[src/rtl/piso_shifter_if.sv]
// rtl/piso_shifter_if.sv - parallel load handshake and serial output bundle for piso_shifter
interface piso_shifter_if #(
    parameter int WIDTH = 8
) ();
    logic [WIDTH-1:0] data_in;
    logic             in_valid;
    logic             in_ready;
    logic             shift_en;
    logic             sout;
    logic             sout_valid;
    logic             sout_last;
    logic             frame_done;

    modport master (
        output data_in, in_valid, shift_en,
        input  in_ready, sout, sout_valid, sout_last, frame_done
    );

    modport slave (
        input  data_in, in_valid, shift_en,
        output in_ready, sout, sout_valid, sout_last, frame_done
    );
endinterface

[src/rtl/piso_shifter.sv]
// rtl/piso_shifter.sv - parallel-in serial-out shifter with stall strobe and back-to-back preload
module piso_shifter #(
    parameter int WIDTH     = 8,
    parameter bit MSB_FIRST = 1'b0
) (
    input  logic            clk,
    input  logic            rst,
    piso_shifter_if.slave   bus
);
    localparam int CNT_W = $clog2(WIDTH);

    typedef enum logic {IDLE, SHIFT} state_t;

    state_t             state, state_nxt;
    logic [WIDTH-1:0]   shreg, shreg_nxt;
    logic [CNT_W-1:0]   cnt, cnt_nxt;
    logic               done_q, done_nxt;
    logic               is_last;
    logic               out_bit;

    assign is_last = (state == SHIFT) && (cnt == CNT_W'(WIDTH - 1));
    assign out_bit = MSB_FIRST ? shreg[WIDTH-1] : shreg[0];

    always_ff @(posedge clk) begin
        if (!rst) begin
            state  <= IDLE;
            shreg  <= '0;
            cnt    <= '0;
            done_q <= 1'b0;
        end else begin
            state  <= state_nxt;
            shreg  <= shreg_nxt;
            cnt    <= cnt_nxt;
            done_q <= done_nxt;
        end
    end

    always_comb begin
        state_nxt = state;
        shreg_nxt = shreg;
        cnt_nxt   = cnt;
        done_nxt  = 1'b0;
        case (state)
            IDLE: begin
                if (bus.in_valid) begin
                    shreg_nxt = bus.data_in;
                    cnt_nxt   = '0;
                    state_nxt = SHIFT;
                end
            end
            SHIFT: begin
                if (bus.shift_en) begin
                    if (is_last) begin
                        done_nxt = 1'b1;
                        // Preload the next word on the final strobe so frames abut with no gap
                        if (bus.in_valid) begin
                            shreg_nxt = bus.data_in;
                            cnt_nxt   = '0;
                        end else begin
                            state_nxt = IDLE;
                        end
                    end else begin
                        shreg_nxt = MSB_FIRST ? {shreg[WIDTH-2:0], 1'b0}
                                              : {1'b0, shreg[WIDTH-1:1]};
                        cnt_nxt   = cnt + CNT_W'(1);
                    end
                end
            end
            default: state_nxt = IDLE;
        endcase
    end

    // Combinational outputs are forced low while reset is held
    assign bus.in_ready   = rst & ((state == IDLE) | (is_last & bus.shift_en));
    assign bus.sout_valid = rst & (state == SHIFT);
    assign bus.sout       = rst & (state == SHIFT) & out_bit;
    assign bus.sout_last  = rst & is_last;
    assign bus.frame_done = done_q;
endmodule

[src/flat_wrapper.sv]
// flat-port wrapper written by rule: the top's interface ports become plain ports
module piso_shifter_flat 
#(
    parameter int WIDTH     = 8,
    parameter bit MSB_FIRST = 1'b0
)
  (clk, rst, bus_data_in, bus_in_valid, bus_shift_en, bus_in_ready, bus_sout, bus_sout_valid, bus_sout_last, bus_frame_done);
  piso_shifter_if #(.WIDTH(WIDTH)) bus_i ();
  input  logic clk;
  input  logic rst;
  input wire logic [$bits(bus_i.data_in)-1:0] bus_data_in;
  input wire logic [$bits(bus_i.in_valid)-1:0] bus_in_valid;
  input wire logic [$bits(bus_i.shift_en)-1:0] bus_shift_en;
  output wire logic [$bits(bus_i.in_ready)-1:0] bus_in_ready;
  output wire logic [$bits(bus_i.sout)-1:0] bus_sout;
  output wire logic [$bits(bus_i.sout_valid)-1:0] bus_sout_valid;
  output wire logic [$bits(bus_i.sout_last)-1:0] bus_sout_last;
  output wire logic [$bits(bus_i.frame_done)-1:0] bus_frame_done;
  assign bus_i.data_in = bus_data_in;
  assign bus_i.in_valid = bus_in_valid;
  assign bus_i.shift_en = bus_shift_en;
  assign bus_in_ready = bus_i.in_ready;
  assign bus_sout = bus_i.sout;
  assign bus_sout_valid = bus_i.sout_valid;
  assign bus_sout_last = bus_i.sout_last;
  assign bus_frame_done = bus_i.frame_done;
  piso_shifter #(.WIDTH(WIDTH), .MSB_FIRST(MSB_FIRST)) u_core (.clk(clk), .rst(rst), .bus(bus_i));
endmodule
[config.mk]
export PLATFORM = sky130hd
export DESIGN_NAME = piso_shifter_flat
export DESIGN_NICKNAME = d
export VERILOG_FILES = /design/src/rtl/piso_shifter_if.sv /design/src/rtl/piso_shifter.sv /design/src/flat_wrapper.sv
export SDC_FILE = /design/constraint.sdc
export NUM_CORES = 1
export LEC_CHECK = 0
export CAP_MARGIN = 10
export CORE_MARGIN = 2
export CORE_UTILIZATION = 44
export DETAILED_ROUTE_END_ITERATION = 12
export PLACE_DENSITY = 0.74
export SETUP_SLACK_MARGIN = 0.4
export SLEW_MARGIN = 15
export SYNTH_ARGS = -nofsm -noshare
export SYNTH_HDL_FRONTEND = slang
export SYNTH_SLANG_ARGS = --single-unit
export TNS_END_PERCENT = 5
[constraint.sdc]
create_clock -name clk -period 1.9 [get_ports clk]
set_input_delay 0.19 -clock clk [delete_from_list [all_inputs] [get_ports clk]]
set_output_delay 0.19 -clock clk [all_outputs]
set_load 0.01 [all_outputs]
== Word level (Yosys, flattened, before mapping) ==
Cells that the tools add are included.

* Flip-flop bits (word level): 13
* Input port bits: 12
* Output and inout port bits: 5
* Logic and storage cells: 29

* Add/sub/neg operators: 1
* Equality and inequality tests: 2
* Multiplexer cells: 13
* Bitwise operators: 7
* Reductions and logical operators: 2

{| class="wikitable"
|+ Operator list
! operator !! count
|-
| 8-bit two-way mux || 3
|-
| 8-bit one-hot mux with 2 select lines || 1
|-
| 3-bit two-way mux || 3
|-
| 3-bit one-hot mux with 2 select lines || 1
|-
| 1-bit bitwise AND || 5
|-
| 1-bit two-way mux || 4
|-
| 3-bit by 1-bit adder with 3-bit output (second input constant) || 1
|-
| 3-bit == test (second input constant) || 1
|-
| 3-bit AND reduction || 1
|-
| 2-bit inequality test (second input constant) || 1
|-
| 1-bit one-hot mux with 2 select lines || 1
|-
| 1-bit logical AND || 1
|-
| 1-bit inverter || 1
|-
| 1-bit bitwise OR || 1
|}

== Longest topological paths before layout ==
Gate-level depths: netlist of the first run.

* Depth in word-level cells: 5
* Gate-level depth with buffers: 6
* Depth with buffers taken out: 5

== Least setup slack after synthesis of the first run ==
OpenSTA, ideal clock, no wires.

* Path type: reg-to-reg
* Start: register u_core.cnt[0]
* End: register u_core.shreg[2]
* Setup time: 0.119 ns
* Arrival time: 1.315 ns
* Data required time: 1.781 ns
* Setup slack: 0.467 ns
* Cell stages (with the launch flop): 6
* Buffers on the path: 0
* Period minus slack after synthesis: 1.433 ns
* Cells stage by stage: dfxtp_1 -> ha_1 -> ha_1 -> nand3b_2 -> o21a_1 -> o221a_2

* Longest elaborated chain between the ends: 5

{| class="wikitable"
|+ Ends and longest elaborated chain
! item !! RTL line !! text
|-
| start, declared || piso_shifter.sv:16 || <nowiki>logic [CNT_W-1:0] cnt, cnt_nxt;</nowiki>
|-
| start signal, assigned || piso_shifter.sv:33 || <nowiki>cnt <= cnt_nxt;</nowiki>
|-
| 3-bit == test || piso_shifter.sv:21 || <nowiki>assign is_last = (state == SHIFT) && (cnt == CNT_W'(WIDTH - 1));</nowiki>
|-
| 1-bit logical AND || piso_shifter.sv:21 ||
|-
| 8-bit two-way mux || piso_shifter.sv:53 || <nowiki>if (is_last) begin</nowiki>
|-
| 8-bit two-way mux || piso_shifter.sv:52 || <nowiki>if (bus.shift_en) begin</nowiki>
|-
| 8-bit one-hot mux with 2 select lines || piso_shifter.sv:43 || <nowiki>case (state)</nowiki>
|-
| end signal, assigned || piso_shifter.sv:32 || <nowiki>shreg <= shreg_nxt;</nowiki>
|-
| end, declared || piso_shifter.sv:15 || <nowiki>logic [WIDTH-1:0] shreg, shreg_nxt;</nowiki>
|}

Every way passes these cells. The select of a mux whose other input is x is not followed.
A chain may end at the register's enable or synchronous reset.

== Worst setup path in the final report of the first run ==
Ends and elaborated chain as after synthesis.

==> results of run 1 <==
## path summary, 6_finish.rpt
| path | slack [ns] | endpoint | cells past startpoint | from |
|---|---|---|---|---|
| hold reg to reg | 0.49 | u_core.cnt[1] | 2 | u_core.cnt[1] |
| setup / recovery | 0.38 | u_core.shreg[2] | 7 | u_core.cnt[0] |
| setup reg to reg | 0.38 | u_core.shreg[2] | 7 | u_core.cnt[0] |
| hold / removal | 0.38 | u_core.cnt[0] | 3 | rst |
## where the power goes
group / internal, mW / switching [mW] / leakage, nW
logic: 0.0651 / 0.0423 / 0.229
clock network: 0.0815 / 0.0922 / 0.0150
registers: 0.292 / 0.0134 / 0.109
total: 0.438 / 0.148 / 0.353
## repair_timing
item                       4_1_cts  5_1_grt
resized for setup               15        3
setup buffers                    2        0
pin swaps                        1        0
hold endpoints to repair         0        0
setup endpoints to repair       12       12
## kinds of logic (layout without fill, tap and decap cells)
family / after synthesis / count (layout) / synth area share, %
flip-flops: 13 / 13 / 43.0
AND/OR/NAND/NOR: 15 / 15 / 15.9
adder cells (fa/ha/maj): 2 / 2 / 4.13
AO/OA/AOI/OAI: 21 / 21 / 32.4
buffers and inverters: 5 / 28 / 4.54
## layer usage
layer  track usage [%]  share of wire, %  up-vias
li1                  -                 -      256
met1              23.6                49      228
met2              29.3                44       12
met3              8.15               4.7        4
met4              9.68               1.3        0
met5                 0                 0        -
## critical path: stages (launching register included)
cell and delay (ns):
dfxtp_2 0.36, ha_4 0.14, ha_4 0.15, a21boi_2 0.06, buf_4 0.13, buf_4 0.13, nand2b_4 0.17, o221a_2 0.28
## sequential cells by signal, indices dropped and copies added (netlist names)
signal,flops
u_core.bus.frame_done,1
u_core.cnt,3
u_core.shreg,8
u_core.state,1
## synth_stat cells, types with 2 or more instances
cell type,instances
dfxtp_1,13
ha_1,2
o21a_1,8
and3_2,2
o221a_1,6
nand2_1,5
inv_1,2
o22ai_1,3
## placed cells by master, fill, tap and decap left out, types with 2 or more instances in the layout
master	n
o21a_1	8
buf_4	6
dfxtp_1	10
and3_2	2
ha_4	2
inv_1	2
nand2_1	5
o221a_1	6
dfxtp_2	2
clkdlybuf4s50_1	12
clkbuf_4	3
buf_2	2
o22ai_1	3
## cell type report
cell class	instances	area (µm²)	share of cell area, %
clock buffer	4	26.3	3.06
tap	15	18.8	2.19
multi-input combinational	38	343	39.9
timing repair buffer	22	196	22.9
sequential	13	267	31.0
inverter	2	7.51	0.875
## through the flow
stage	instances	hold WS, ns	util, %	total power, mW
finish	94	0.383	66.0	0.586
floorplan	56	0.312	-	0.367
CTS	94	0.381	64.9	0.591
detailed placement	88	0.467	61.1	0.416
global placement	88	0.460	61.1	0.413
global route	94	0.405	66.0	0.617
==> results.md, run 1 <==
* Clock network latency to the later pin of the worst-skew pair at 0.28 ns
* Share of the clock period used by the worst path at 80.2%
* Cts bufs inserted at 3
* Final worst setup slack at 0.376 ns
* Avg Vias per Cell at approximately 5.3
* Setup TNS after final layout at 0 ns
* Number of warnings printed during yosys synthesis at 0
* Clock root buffer: clkbuf_4
* Pre-CTS setup slack at 0.192 ns
* Final setup vio count at 0
* Residual antenna-violating net count after detailed routing at 0
* Fraction of the yosys area taken by sequential cells at a little over two fifths
* Boundary Pins at 17
* Standard cell area after detailed placement at 795 µm²
* Cell Pwr Density at 683 nW/µm²
* Synth async-reset ratio at 0%
* RSZ-0062 raised after global routing: true
* Total die area at around 1700 µm²
* Flops & latches, synth at 13
* Depth of the CTS H-tree at 1
* Global-route wire length before repair at 2040 µm
* Number of inserted diodes at 0
* Vias post-DR at 500
* Number of global-route vias before repair at 446
* Syn nets at 70
* Routed len/inst at 14.1 µm
* Worst relative slew slack at 83.6%
* Fill count at roughly 120
* Initial antenna violation count at 0
* Maximum number of pins on one net before global-route repair at 12
* Number of enable-type register cells in the synthesized netlist at 0
* Final instance area at 858 µm²
* Synth-to-layout area growth at 41.7%
* Transition at the pin with the smallest max-transition slack at around 0.24 ns
* Final HPWL from detailed placement at between 900 and 1000 µm
* Post-synthesis average cell area at 10.8 µm²
* Outcome: finished, final reports clean
* Layout cell share with drive strength beyond 1 at between 30% and 40%
* Number of remaining DRC errors at 0
* Kind of end point of the critical path: flip-flop
* Final Net Count at between 90 and 100
* Final RePlAce weighted congestion at 0.674
* Clock-pin transition on the worst setup and hold timing paths at 0.08 ns
* Detailed-routing iteration count for the pre-antenna-repair pass at 1
* Data arrival, critical path at 1.69 ns
* Clock tree from TritonCTS: yes
* Core region area at 1300 µm²
* Critical path launch point type: flip-flop
* Cell variety after synth at 23
* Most area-hungry cell type in the Yosys netlist: dfxtp_1
* Total wire length at 1330 µm
* Effective utilization at floorplan at 46.5%
* Number of sinks on the clock net at 13
* Max-slew violation count at 0
* Grt total ovfl at 0
* Required time of the critical path at ~2.1 ns
* Reported max-cap violation count at 0
* Post-Syn Instances at 56
* Biggest fanout along the worst timing path at 7
* Initial DRC Count at 0
* Maximum vdd ir drop at 367 µV
* Total GRT Usage at 19.5%
* Die X at 41.1 µm
* Setup skew after layout at 0.00626 ns
* Area fraction of the dominant cell type after synthesis at 43.0%
* Most frequently used flop master after synthesis: dfxtp_1
* Clock tree buffer depth at 2
* Number of placement rows at 13
* Cell area after synthesis at 606 µm²
* Die outline height at 41.1 µm
* Achievable frequency at 656 MHz
* Leading post-synthesis cells by cell area: dfxtp_1 43%, o221a_1 11%, o21a_1 9.9%
* WS Path Type: reg -> reg
* Static leakage power at 0.353 nW
* Number of hold-repair buffers added at the cts stage at 0
* Count of input and output buffers at 16
* Type of the worst min-delay path: in -> reg
* Final hold vios at 0
* Final critical-path required period at 1.52 ns
Note: power is estimated with default switching activity, not from simulation.
==> inputs of run 2 (changes only) <==
==> constraint.sdc (replaced) <==
create_clock -name clk -period 1.55 [get_ports clk]
set_input_delay 0.155 -clock clk [delete_from_list [all_inputs] [get_ports clk]]
set_output_delay 0.155 -clock clk [all_outputs]
set_load 0.01 [all_outputs]
==> run 2 against run 1 <==
Net effect: count of clock-buffer cells in the layout unchanged; via count increased by 4.4%; sequential share of layout area is 1.2 points lower; sequential power rose by 23%; highest routed layer unchanged; first-iteration DRC count rose by 7; power grew 24%; routed wire length fell by 4.9%; global-route usage down 0.89 points; clock power up 20%; setup slack got worse by 0.30 ns; critical endpoint unchanged; flip-flop and latch count unchanged; critical path type unchanged.
==> results.md, run 2 (same netlist as run 1, synthesis figures left out) <==
* Outcome: finished, final reports clean (unchanged)
* Number of inserted diodes at 0 (unchanged)
* Commonest non-fill, non-tap cells in the layout: 11 x clkdlybuf4s50_1, 10 x dfxtp_1, 8 x o21a_1, 8 x buf_4, 6 x o221a_1 (was 12 x clkdlybuf4s50_1, 10 x dfxtp_1, 8 x o21a_1)
* Total GRT Usage at 18.6% (was 19.5%)
* Final Net Count at 97 (was 94)
* Initial antenna violation count at 0 (unchanged)
* WS Path Type: reg -> reg (unchanged)
* Final setup vio count at 0 (unchanged)
* Critical path launch point: u_core.cnt[0] (unchanged)
* Number of hold-repair buffers added at the cts stage at 0 (unchanged)
* Max FFs per register at 8 (unchanged)
* Hold_sp: rst (unchanged)
* Global-route wire length before repair at 2010 µm (was 2040 µm)
* Final RePlAce weighted congestion at 0.669 (was 0.674)
* Static leakage power at 0.384 nW (was 0.353 nW)
* Total die area at 1690 µm² (unchanged)
* Number of remaining DRC errors at 0 (unchanged)
* Largest regs: u_core.shreg x8, u_core.cnt x3 (unchanged)
* Layout cell share with drive strength beyond 1 at 35.4% (was 32.9%)
* Reported max-cap violation count at 0 (unchanged)
* Data arrival, critical path at 1.64 ns (was 1.69 ns)
* Critical-path cell list: ha_4, ha_4, a21boi_2, buf_4, buf_6, nand2b_4, o221a_2 (was ha_4, ha_4, a21boi_2, buf_4, buf_4, nand2b_4, o221a_2)
* Maximum number of pins on one net before global-route repair at 12 (unchanged)
* Count of input and output buffers at 16 (unchanged)
* RSZ-0062 raised after global routing: true (unchanged)
* Detailed-routing iteration count for the pre-antenna-repair pass at 4 (was 1)
* Fill count at 118 (was 115)
* Die X at 41.1 µm (unchanged)
* Number of placement rows at 13 (unchanged)
* Number of cells on the worst hold path at 4 (was 3)
* Number of global-route vias before repair at 438 (was 446)
* Setup skew after layout at 0.00167 ns (was 0.00626 ns)
* Total wire length at 1260 µm (was 1330 µm)
* Core region area at 1300 µm² (unchanged)
* Setup TNS after final layout at 0 ns (unchanged)
* Final critical-path required period at 1.48 ns (was 1.52 ns)
* Cell Pwr Density at 813 nW/µm² (was 683 nW/µm²)
* Critical path launch point type: flip-flop (unchanged)
* Critical path's most frequent cell: ha_4
* Final worst setup slack at 0.0714 ns (was 0.376 ns)
* Worst relative slew slack at 83.5% (was 83.6%)
* Routed len/inst at 13.0 µm (was 14.1 µm)
* Source of the worst register-to-register timing path: u_core.cnt[0] (unchanged)
* Transition at the pin with the smallest max-transition slack at 0.246 ns (was 0.244 ns)
* Clock-pin transition on the worst setup and hold timing paths at 0.08 ns (about the same)
* Grt total ovfl at 0 (unchanged)
* Kind of end point of the critical path: flip-flop (unchanged)
* Achievable frequency at 676 MHz (was 656 MHz)
* Type of the worst min-delay path: in -> reg (unchanged)
* Residual antenna-violating net count after detailed routing at 0 (unchanged)
* Depth of the CTS H-tree at 1 (unchanged)
* Number of sinks on the clock net at 13 (unchanged)
* Effective utilization at floorplan at 46.5% (unchanged)
* Share of the clock period used by the worst path at 95.4% (was 80.2%)
* Clock root buffer: clkbuf_4 (unchanged)
* Top register by number of flip-flops: u_core.shreg (unchanged)
* Cts bufs inserted at 3 (unchanged)
* Sequential Area at 267 µm² (unchanged)
* Boundary Pins at 17 (unchanged)
* Clock tree buffer depth at 2 (unchanged)
* Die outline height at 41.1 µm (unchanged)
* Commonest non-fill, non-tap cell in the layout: clkdlybuf4s50_1 (unchanged)
* Library cell contributing the largest single delay on the critical path: dfxtp_2 (unchanged)
* Peak per-stage delay on the critical path at 0.36 ns (about the same)
* Clock tree from TritonCTS: yes (unchanged)
* Final hold vios at 0 (unchanged)
* Maximum vdd ir drop at 536 µV (was 367 µV)
* Max-slew violation count at 0 (unchanged)
* Clock network latency to the later pin of the worst-skew pair at 0.27 ns (was 0.28 ns)
* Reg2reg path depth at 7 (unchanged)
* Pre-CTS setup slack at -0.131 ns (was 0.192 ns)
* Avg Vias per Cell at 5.38 (was 5.32)
* Multi-input gate area in the final layout at 352 µm² (was 343 µm²)
* Vias post-DR at 522 (was 500)
* Total power at 0.725 mW (was 0.586 mW)
* Required time of the critical path at 1.71 ns (was 2.07 ns)
* Biggest fanout along the worst timing path at 7 (unchanged)
* Final HPWL from detailed placement at 867 µm (was 916 µm)
* Initial DRC Count at 7 (was 0)
* Synth-to-layout area growth at 47.3% (was 41.7%)
-- run 2: timing repair --
item / in CTS / in global routing
pin swaps: 3 / 1
buffers inserted: 3 / 0
resized for setup: 13 / 1
endpoints found under the hold margin: 0 / 0
setup endpoints to repair: 16 / 17
-- run 2: power breakdown --
| part | leakage [nW] | switching, mW | internal [mW] |
|---|---|---|---|
| logic | 0.260 | 0.0544 | 0.0874 |
| clock network | 0.0150 | 0.110 | 0.0994 |
| registers | 0.109 | 0.0169 | 0.357 |
| total | 0.384 | 0.181 | 0.544 |
-- run 2: critical path, delay by kind of cell, from the launching register on --
| kind | cells | cell delay, ns |
|---|---|---|
| AND/OR/NAND/NOR | 1 | 0.16 |
| AO/OA/AOI/OAI | 2 | 0.33 |
| buffers and inverters | 2 | 0.25 |
| flip-flops | 1 | 0.36 |
| adder cells (fa/ha/maj) | 2 | 0.28 |
-- run 2: path summary, 6_finish.rpt --
path / slack, ns / end
max: 0.07 / u_core.shreg[2]
min: 0.46 / u_core.cnt[0]
max reg2reg: 0.07 / u_core.shreg[2]
min reg2reg: 0.48 / u_core.shreg[7]
-- run 2: through the flow --
step | hold WS, ns | instance area, µm² | cells | util (%)
2_1_floorplan | 0.277 | 642 | 56 | -
3_3_place_gp | 0.451 | 846 | 90 | 65.0
3_5_place_dp | 0.453 | 846 | 90 | 65.0
4_1_cts | 0.456 | 890 | 97 | 68.4
5_1_grt | 0.466 | 892 | 97 | 68.6
6_report | 0.459 | 892 | 97 | 68.6
-- run 2: routing by layer --
layer	part of all wire, %	global-route usage (%)
met3	5.8	4.89
met5	0	0
met2	42	29.7
met4	0.87	7.26
met1	51	23.5
-- run 2: final cells by class --
| type | instances | area share (%) |
|---|---|---|
| inverters | 2 | 0.842 |
| multi-input cells | 38 | 39.4 |
| well taps | 15 | 2.10 |
| clock buffers | 4 | 2.95 |
| flip-flops and latches | 13 | 29.9 |
| repair buffers | 25 | 24.8 |
==> inputs of run 3 (changes only) <==
--- a/config.mk
+++ b/config.mk
@@ -9,6 +9,7 @@
 export CORE_MARGIN = 2
 export CORE_UTILIZATION = 44
 export DETAILED_ROUTE_END_ITERATION = 12
+export GPL_TIMING_DRIVEN = 0
 export PLACE_DENSITY = 0.74
 export SETUP_SLACK_MARGIN = 0.4
 export SLEW_MARGIN = 15
==> run 3 against run 2 <==
Net effect: global-route usage grew 2.4 points; flip-flop and latch count unchanged; first-iteration DRC count rose by 14%; design area fell by 2.4%; count of clock-buffer cells in the layout unchanged; clock power is 2% higher; hold slack worse by 0.17 ns; critical endpoint is now bus_in_ready; largest cell class unchanged.
==> results.md, run 3 (same netlist as run 1, synthesis figures left out) <==
* Outcome: finished, final reports clean (unchanged)
* Number of global-route vias before repair at 486 (was 438)
* Largest regs: u_core.shreg x8, u_core.cnt x3 (unchanged)
* Transition at the pin with the smallest max-transition slack at 0.277 ns (was 0.246 ns)
* Biggest fanout along the worst timing path at 4 (was 7)
* RSZ-0062 raised after global routing: true (unchanged)
* Worst relative slew slack at 81.5% (was 83.5%)
* Achievable frequency at 701 MHz (was 676 MHz)
* Commonest non-fill, non-tap cells in the layout: 12 x clkdlybuf4s50_1, 10 x dfxtp_1, 8 x o21a_1 (was 11 x clkdlybuf4s50_1, 10 x dfxtp_1, 8 x o21a_1, 8 x buf_4, 6 x o221a_1)
* Initial DRC Count at 8 (was 7)
* Cts bufs inserted at 3 (unchanged)
* Final Instance Count excl. Fillers at 93 (was 97)
* Commonest non-fill, non-tap cell in the layout: clkdlybuf4s50_1 (unchanged)
* Final hold vios at 0 (unchanged)
* Kind of end point of the critical path: output port (was flip-flop)
* Detailed-routing iteration count for the pre-antenna-repair pass at 4 (unchanged)
* Maximum vdd ir drop at 448 µV (was 536 µV)
* Clock tree from TritonCTS: yes (unchanged)
* Top register by number of flip-flops: u_core.shreg (unchanged)
* Fill count at 131 (was 118)
* Buffer and inverter count on the worst path at 1 (was 2)
* Synth-to-layout area growth at 43.8% (was 47.3%)
* Final critical-path required period at 1.43 ns (was 1.48 ns)
* Boundary Pins at 17 (unchanged)
* Number of inserted diodes at 0 (unchanged)
* Clock root buffer: clkbuf_4 (unchanged)
* Number of remaining DRC errors at 0 (unchanged)
* Clock network latency to the later pin of the worst-skew pair at 0.28 ns (was 0.27 ns)
* Final HPWL from detailed placement at 887 µm (was 867 µm)
* Die outline height at 41.1 µm (unchanged)
* Cell count after placement at 86 (was 90)
* Grt total ovfl at 0 (unchanged)
* Total GRT Usage at 21.0% (was 18.6%)
* Final setup vio count at 0 (unchanged)
* Required time of the critical path at 1.39 ns (was 1.71 ns)
* Final RePlAce weighted congestion at 0.697 (was 0.669)
* Static leakage power at 0.350 nW (was 0.384 nW)
* Max FFs per register at 8 (unchanged)
* Max-slew violation count at 0 (unchanged)
* Library cell contributing the largest single delay on the critical path: dfxtp_2 (unchanged)
* Clock-pin transition on the worst setup and hold timing paths at 0.08 ns (about the same)
* Avg Vias per Cell at 5.55 (was 5.38)
* Cell Pwr Density at 830 nW/µm² (was 813 nW/µm²)
* Core region area at 1300 µm² (unchanged)
* Depth of the CTS H-tree at 1 (unchanged)
* Die X at 41.1 µm (unchanged)
* Total wire length at 1330 µm (was 1260 µm)
* Total power at 0.723 mW (was 0.725 mW)
* Critical path launch point type: flip-flop (unchanged)
* Number of sinks on the clock net at 13 (unchanged)
* Reported max-cap violation count at 0 (unchanged)
* Clock tree buffer depth at 2 (unchanged)
* Final Net Count at 93 (was 97)
* Setup skew after layout at 0.00586 ns (was 0.00167 ns)
* Vias post-DR at 516 (was 522)
* Effective utilization at floorplan at 46.5% (unchanged)
* Number of placement rows at 13 (unchanged)
* Initial antenna violation count at 0 (unchanged)
* Maximum number of pins on one net before global-route repair at 11 (was 12)
* Total die area at 1690 µm² (unchanged)
* Residual antenna-violating net count after detailed routing at 0 (unchanged)
* Data arrival, critical path at 1.27 ns (was 1.64 ns)
* Type of the worst min-delay path: in -> reg (unchanged)
* Routed len/inst at 14.3 µm (was 13.0 µm)
* Global-route wire length before repair at 2190 µm (was 2010 µm)
* Kind of cell adding the most delay to the critical path: flip-flops (unchanged)
* Critical path's most frequent cell: ha_4 (unchanged)
* Count of input and output buffers at 15 (was 16)
* WS Path Type: reg -> out (was reg -> reg)
* Layout cell share with drive strength beyond 1 at 33.3% (was 35.4%)
* Share of the clock period used by the worst path at 92.1% (was 95.4%)
* Peak per-stage delay on the critical path at 0.34 ns (was 0.36 ns)
* Critical-path cell list: ha_4, ha_4, a21boi_4, nor2_1, buf_2 (was ha_4, ha_4, a21boi_2, buf_4, buf_6, nand2b_4, o221a_2)
## run 3: per-layer routing
metal / vias to the layer above / part of all wire [%] / global-route usage, %
met1: 238 / 46 / 24.0
li1: 257 / - / -
met3: 5 / 6.4 / 8.15
met5: - / 0 / 0
met4: 0 / 2.0 / 12.1
met2: 16 / 45 / 32.8
## run 3: power by group
group	internal (mW)	leakage [nW]	switching, mW
Combinational	0.0809	0.226	0.0571
Clock	0.0999	0.0150	0.114
Sequential	0.357	0.109	0.0135
Total	0.538	0.350	0.185
## run 3: final cells by class
class | count | area (µm²) | share of cell area [%]
flip-flops and latches | 13 | 267 | 30.6
clock buffers | 4 | 26.3 | 3.02
multi-input cells | 38 | 363 | 41.7
well taps | 15 | 18.8 | 2.16
inverters | 2 | 7.51 | 0.862
repair buffers | 18 | 168 | 19.3
plain buffers | 3 | 21.3 | 2.44
## run 3: worst min-delay path, cell delays in order
cell     delay [ns]
buf_2          0.15
o21a_1         0.11
o221a_1        0.10
## run 3: final timing paths
| path | startpoint | endpoint | slack (ns) | cells after the start |
|---|---|---|---|---|
| setup / recovery | u_core.cnt[1] | bus_in_ready | 0.12 | 5 |
| setup reg to reg | u_core.cnt[1] | u_core.shreg[2] | 0.15 | 6 |
| hold reg to reg | u_core.shreg[7] | u_core.shreg[7] | 0.48 | 2 |
| hold / removal | rst | u_core.shreg[6] | 0.29 | 3 |
## run 3: timing repair
action	in CTS	in global routing
hold buffers	0	0
setup endpoints to repair	16	16
pin swaps	1	0
gates cloned	0	0
endpoints found under the hold margin	0	0
gates resized for setup	15	1
setup buffers	3	0
## run 3: per-stage QoR
stage	hold WS, ns	util (%)	TNS (ns)	setup WS (ns)	instance area, µm²
floorplan	0.277	-	0	0.286	642
global placement	0.458	62.3	-0.150	-0.0860	811
detailed placement	0.463	62.3	-0.177	-0.121	811
CTS	0.286	66.9	0	0.119	871
global route	0.304	66.9	0	0.0704	871
finish	0.289	66.9	0	0.123	871
==> edit 1: new RTL, settings of run 3 <==
`WIDTH` is set to 8 in 3 places; all go to 4.
--- a/src/rtl/piso_shifter_if.sv
+++ b/src/rtl/piso_shifter_if.sv
@@ -1,5 +1,5 @@
 // rtl/piso_shifter_if.sv - parallel load handshake and serial output bundle for piso_shifter
 interface piso_shifter_if #(
-    parameter int WIDTH = 8
+    parameter int WIDTH = 4
 ) ();
     logic [WIDTH-1:0] data_in;
--- a/src/rtl/piso_shifter.sv
+++ b/src/rtl/piso_shifter.sv
@@ -1,5 +1,5 @@
 // rtl/piso_shifter.sv - parallel-in serial-out shifter with stall strobe and back-to-back preload
 module piso_shifter #(
-    parameter int WIDTH     = 8,
+    parameter int WIDTH     = 4,
     parameter bit MSB_FIRST = 1'b0
 ) (
--- a/src/flat_wrapper.sv
+++ b/src/flat_wrapper.sv
@@ -2,5 +2,5 @@
 module piso_shifter_flat 
 #(
-    parameter int WIDTH     = 8,
+    parameter int WIDTH     = 4,
     parameter bit MSB_FIRST = 1'b0
 )
Interface: changed (resized bus_data_in); port bits go from 17 to 13. The function was not compared with the original's and may differ.
==> edit 1 against run 3 <==
  * Sequential power down 39%
  * Wire length decreased by 23%
  * Setup slack gained 0.15 ns
  * Critical path depth is 1 lower
  * Final area is 23% lower
  * Sequential cell count fell by 5
  * Total power is 35% lower
  * Area after synthesis decreased by 24%
  * Critical path type is now in2out
  * Largest power group unchanged
==> edit 1: results (changes against run 3) <==
* Tmin final at 1.28 ns (-0.145 ns)
* Multi-In Gates at 39 (+2.6%)
* Cells after synthesis at 53 (-5.4%)
* Drt initial violations at 9 (+1)
* Storage cell area at 166 um^2 (-38%)
* Fill cell instance count of the final layout at 84 (-36%)
* Routed WL at 1020 um (-23%)
* First-pass GRT wire length at 1860 um (-15%)
* Met2 Resource Use GR at 25.9% (-6.9 points)
* Clock Latency Late Sink at 0.25 ns (-0.03 ns)
* Status: finished clean
* GRT Util Overall at 20.1% (-0.88 points)
* NonClk Buf Share at 26.2% (+4.5 points)
* Clock-cell share of area at 2.23% (-0.79 points)
* Unique masters post-synth at 26 (+13%)
* # nets final at 84 (-9.7%)
* Max FFs per register at 4 (-4)
* Vias in the first global route at 414 (-15%)
* Biggest regs: u_core.shreg: 4 flops, u_core.cnt: 2 flops
* Via/cell ratio at 5.26 (-5.3%)
* Place WS at -0.299 ns (-0.177 ns)
* Max stage delay on crit path at 0.49 ns (+0.15 ns)
* Post-synthesis compound-gate area fraction at 22.2% (-10 points)
* Port Buffers at 11 (-4)
* Crit Path Max Fanout at 7 (+3)
* Vias at 452 (-12%)
* Routing usage on met1 at 30.2% (+6.2 points)
* Post-synthesis adder-cell area fraction at 2.71% (-1.4 points)
* Net count after synthesis at 62 (-11%)
* Delay-heaviest family, CP: buffers and inverters
* Share of layout cells above drive strength 1 at 32.9% (-0.46 points)
* Placed Area at 602 um^2 (-26%)
* Worst vdd ir at 0.371 mV (-17%)
* Reg2Reg Setup Slack at 0.32 ns (+0.17 ns)
* Synth top area cells: dfxtp_1, o2111a_1, nor3b_1, o21ai_1, o21a_1
* WL met1 at 518 um (-15%)
* Crit path launch: rst
* Pleak at 0.281 nW (-20%)
* Fraction of area in multi-input gates at 43.3% (+1.6 points)
* CP max stage cell: clkdlybuf4s50_1
* Worst Skew at 0.00546 ns (-0.000405 ns)
* Slew headroom at 86.6% (+5.1 points)
* Sequential fraction of the synthesis area at 34.7% (-8.3 points)
* Metal2 WL at 421 um (-30%)
* Min-delay src: bus_in_valid
* Gp weighted congestion at 0.778 (+12%)
* Sequential cell area share at 24.7% (-5.9 points)
* Hold_ws at 0.255 ns (-0.0348 ns)
* Metal3 WL at 54 um (-36%)
## edit 1: cell types whose count changed after synthesis, moves of 4 or more
| cell | change |
|---|---|
| o21ai_1 | +5 |
| o221a_1 | -6 |
| nor3b_1 | +4 |
| dfxtp_1 | -5 |
| o21a_1 | -5 |
## edit 1: timing repair
| action | 4_1_cts | 5_1_grt |
|---|---|---|
| setup endpoints to repair | 8 | 10 |
| pin swaps | 2 | 1 |
| setup buffers | 6 | 0 |
| gates resized for setup | 24 | 0 |
## edit 1: power by group
part | total (mW) | switching (mW) | internal, mW
registers | 0.228 | 0.00961 | 0.218
clock network | 0.133 | 0.0802 | 0.0527
logic | 0.106 | 0.0435 | 0.0625
total | 0.467 | 0.133 | 0.334
## edit 1: path summary, 6_finish.rpt
kind / cells past startpoint / to
max reg2reg: 5 / u_core.shreg[1]
min: 2 / u_core.shreg[3]
max: 4 / bus_sout_valid
min reg2reg: 2 / u_core.shreg[3]
==> edit 2: new RTL, flow settings as in run 3 <==
Without the edit above. Take the reset off `shreg` and load it in a clocked block of its own.
--- a/src/rtl/piso_shifter.sv
+++ b/src/rtl/piso_shifter.sv
@@ -25,13 +25,15 @@
         if (!rst) begin
             state  <= IDLE;
-            shreg  <= '0;
             cnt    <= '0;
             done_q <= 1'b0;
         end else begin
             state  <= state_nxt;
-            shreg  <= shreg_nxt;
             cnt    <= cnt_nxt;
             done_q <= done_nxt;
         end
+    end
+
+    always_ff @(posedge clk) begin
+        shreg <= shreg_nxt;
     end
 
Check against the original RTL: same outputs for any inputs over 10 cycles, from zero or initial values and one cycle with rst low; that may be too few to reach the edited logic, so the function may still have changed.
==> edit 2 against run 3 <==
  * Sequential power increased by 18%
  * Sequential cell count is the same
  * Hold slack improved by 0.25 ns
  * Final area grew 7.9%
  * Setup slack got worse by 0.055 ns
  * Area after synthesis rose by 12%
  * Count of clock-buffer cells in the layout stayed put
  * Synthesized cell count increased by 13%
  * Total power increased by 9.8%
  * Wire length rose by 2.5%
  * Critical path type unchanged
  * Highest routed layer unchanged
==> edit 2: results (changes against run 3) <==
* Status: finished clean
* Biggest regs: u_core.shreg: 8 flops, u_core.cnt: 3 flops
* Hold EP: u_core.cnt[2]
* R2R Path Start: u_core.cnt[0]
* Post-synth top cells: nand2_1, edfxtp_1, mux2i_1
* Drt initial violations at 7 (-1)
* Net count after synthesis at 77 (+10%)
* Deepest clock path buffer count at 2 (unchanged)
* Vias in the first global route at 501 (+3.1%)
* Pre-antenna DRT Iters at 5 (+1)
* Hold WC Path Type: reg2reg
* Async S/R FF share, synth at 0% (unchanged)
* Clk Tree Root Cell: clkbuf_4
* Share of layout cells above drive strength 1 at 24.1% (-9.2 points)
* Unique masters post-synth at 23 (unchanged)
* Diode count at 0 (unchanged)
* Yosys warnings at 0 (unchanged)
* EDFF count, synth at 8 (+8)
* Clock Latency Late Sink at 0.27 ns
* GRT Util Overall at 16.2% (-4.8 points)
* First-pass GRT wire length at 2190 um (-0.32%)
* Fill cell instance count of the final layout at 132 (+0.76%)
* RR Endpoint: u_core.cnt[1]
* Path depth of the worst reg2reg path at 6 (unchanged)
* Pleak at 0.396 nW (+13%)
* Port Buffers at 16 (+1)
* Sequential fraction of the synthesis area at 50.4% (+7.4 points)
* Worst Skew at 0.000950 ns (-0.00491 ns)
* Clk pin slew, worst setup/hold paths at 0.07 ns
* Dpl cells at 95 (+10%)
* Synth top area cells: edfxtp_1, dfxtp_1, mux2i_1, o21ai_0, nand2_1
* Fin cells at 103 (+11%)
* Pin count of the biggest net entering global routing at 11 (unchanged)
* Slew @ Worst Pin at 0.266 ns (-0.0107 ns)
* Vias at 535 (+3.7%)
* Crit Path Max Fanout at 2 (-2)
* Dpl hpwl at 955 um (+7.7%)
* Min-delay src: u_core.cnt[2]
* Initial antenna violation count at 0 (unchanged)
* Max-slew violation total from the final report at 0 (unchanged)
* Routed WL at 1360 um (+2.5%)
* Hold path cells at 2 (-1)
* Gp weighted congestion at 0.707 (+1.5%)
* Avg Cell Area, Syn at 10.7 um^2 (-0.83%)
* Cts bufs inserted at 3 (unchanged)
* Worst vdd ir at 0.673 mV (+50%)
* H-Tree Depth at 1 (unchanged)
* Reg2Reg Setup Slack at 0.16 ns
* Crit path DAT at 1.33 ns (+0.06 ns)
==> edit 2: changes by cell type after synthesis, sizes merged, moves of 3 or more <==
cell	run 3	this run
o22ai	3	0
mux2i	0	8
o221a	7	0
o21ai	0	7
edfxtp	0	8
o21a	8	0
nor3	0	3
dfxtp	13	5
nand2	5	9
==> edit 2: routing by layer <==
metal  vias up  wire, um  global-route usage (%)
met5         -         0                       0
met4         0        15                    9.09
met3         2        61                    2.55
met2        15       653                    24.8
met1       243       631                    21.4
li1        275         -                       -
==> edit 2: cell type report <==
type	instances	area [um^2]	area share [%]
flip-flops and latches	13	343	36.5
multi-input cells	45	334	35.6
repair buffers	20	179	19.0
plain buffers	3	30.0	3.20
clock buffers	4	26.3	2.80
well taps	16	20.0	2.13
inverters	2	7.51	0.799
==> edit 2: worst max-delay path, stage by stage (launching register included) <==
cell and delay, ns:
dfxtp_2 0.34, ha_4 0.16, ha_4 0.16, nor2b_4 0.12, buf_6 0.11, nor3_2 0.03, buf_2 0.14
==> edit 2: power breakdown <==
part	total (mW)	leakage, nW	switching, mW	internal [mW]
Sequential	0.438	0.127	0.0211	0.417
Clock	0.202	0.0150	0.102	0.0995
Combinational	0.154	0.253	0.0683	0.0852
==> edit 2: how the worst max path moves through the flow <==
stage,slack (ns),end,cells after the start,from
floorplan,0.33,u_core.shreg[6],5,u_core.cnt[1]
global placement,-0.16,bus_in_ready,4,bus_shift_en
detailed placement,-0.16,bus_in_ready,4,bus_shift_en
CTS,0.06,bus_in_ready,6,u_core.cnt[1]
global route,0.02,bus_in_ready,6,u_core.cnt[0]
finish,0.07,bus_in_ready,6,u_core.cnt[0]
==> edit 2: stage by stage <==
step | TNS (ns) | setup slack, ns | cell area, um^2 | hold WS [ns]
2_1_floorplan | 0 | 0.329 | 714 | 0.277
3_3_place_gp | -0.159 | -0.159 | 895 | 0.498
3_5_place_dp | -0.161 | -0.161 | 895 | 0.506
4_1_cts | 0 | 0.0594 | 940 | 0.539
5_1_grt | 0 | 0.0203 | 940 | 0.550
6_report | 0 | 0.0677 | 940 | 0.543
==> edit 2: what timing repair did <==
action / 4_1_cts / 5_1_grt
endpoints found under the hold margin: 0 / 0
endpoints found under the setup margin: 17 / 25
resized for setup: 9 / 0
hold buffers: 0 / 0
setup buffers: 4 / 0
pin swaps: 0 / 1
==> edit 2: cell families (layout without fill, tap and decap cells) <==
kind of cell,Yosys count,count (layout),synth area share (%)
flops,13,13,50.4
buf+inv,5,29,4.63
fa+ha+maj,2,2,3.70
mux,8,8,11.9
compound gates,11,11,9.26
simple gates,24,24,20.2
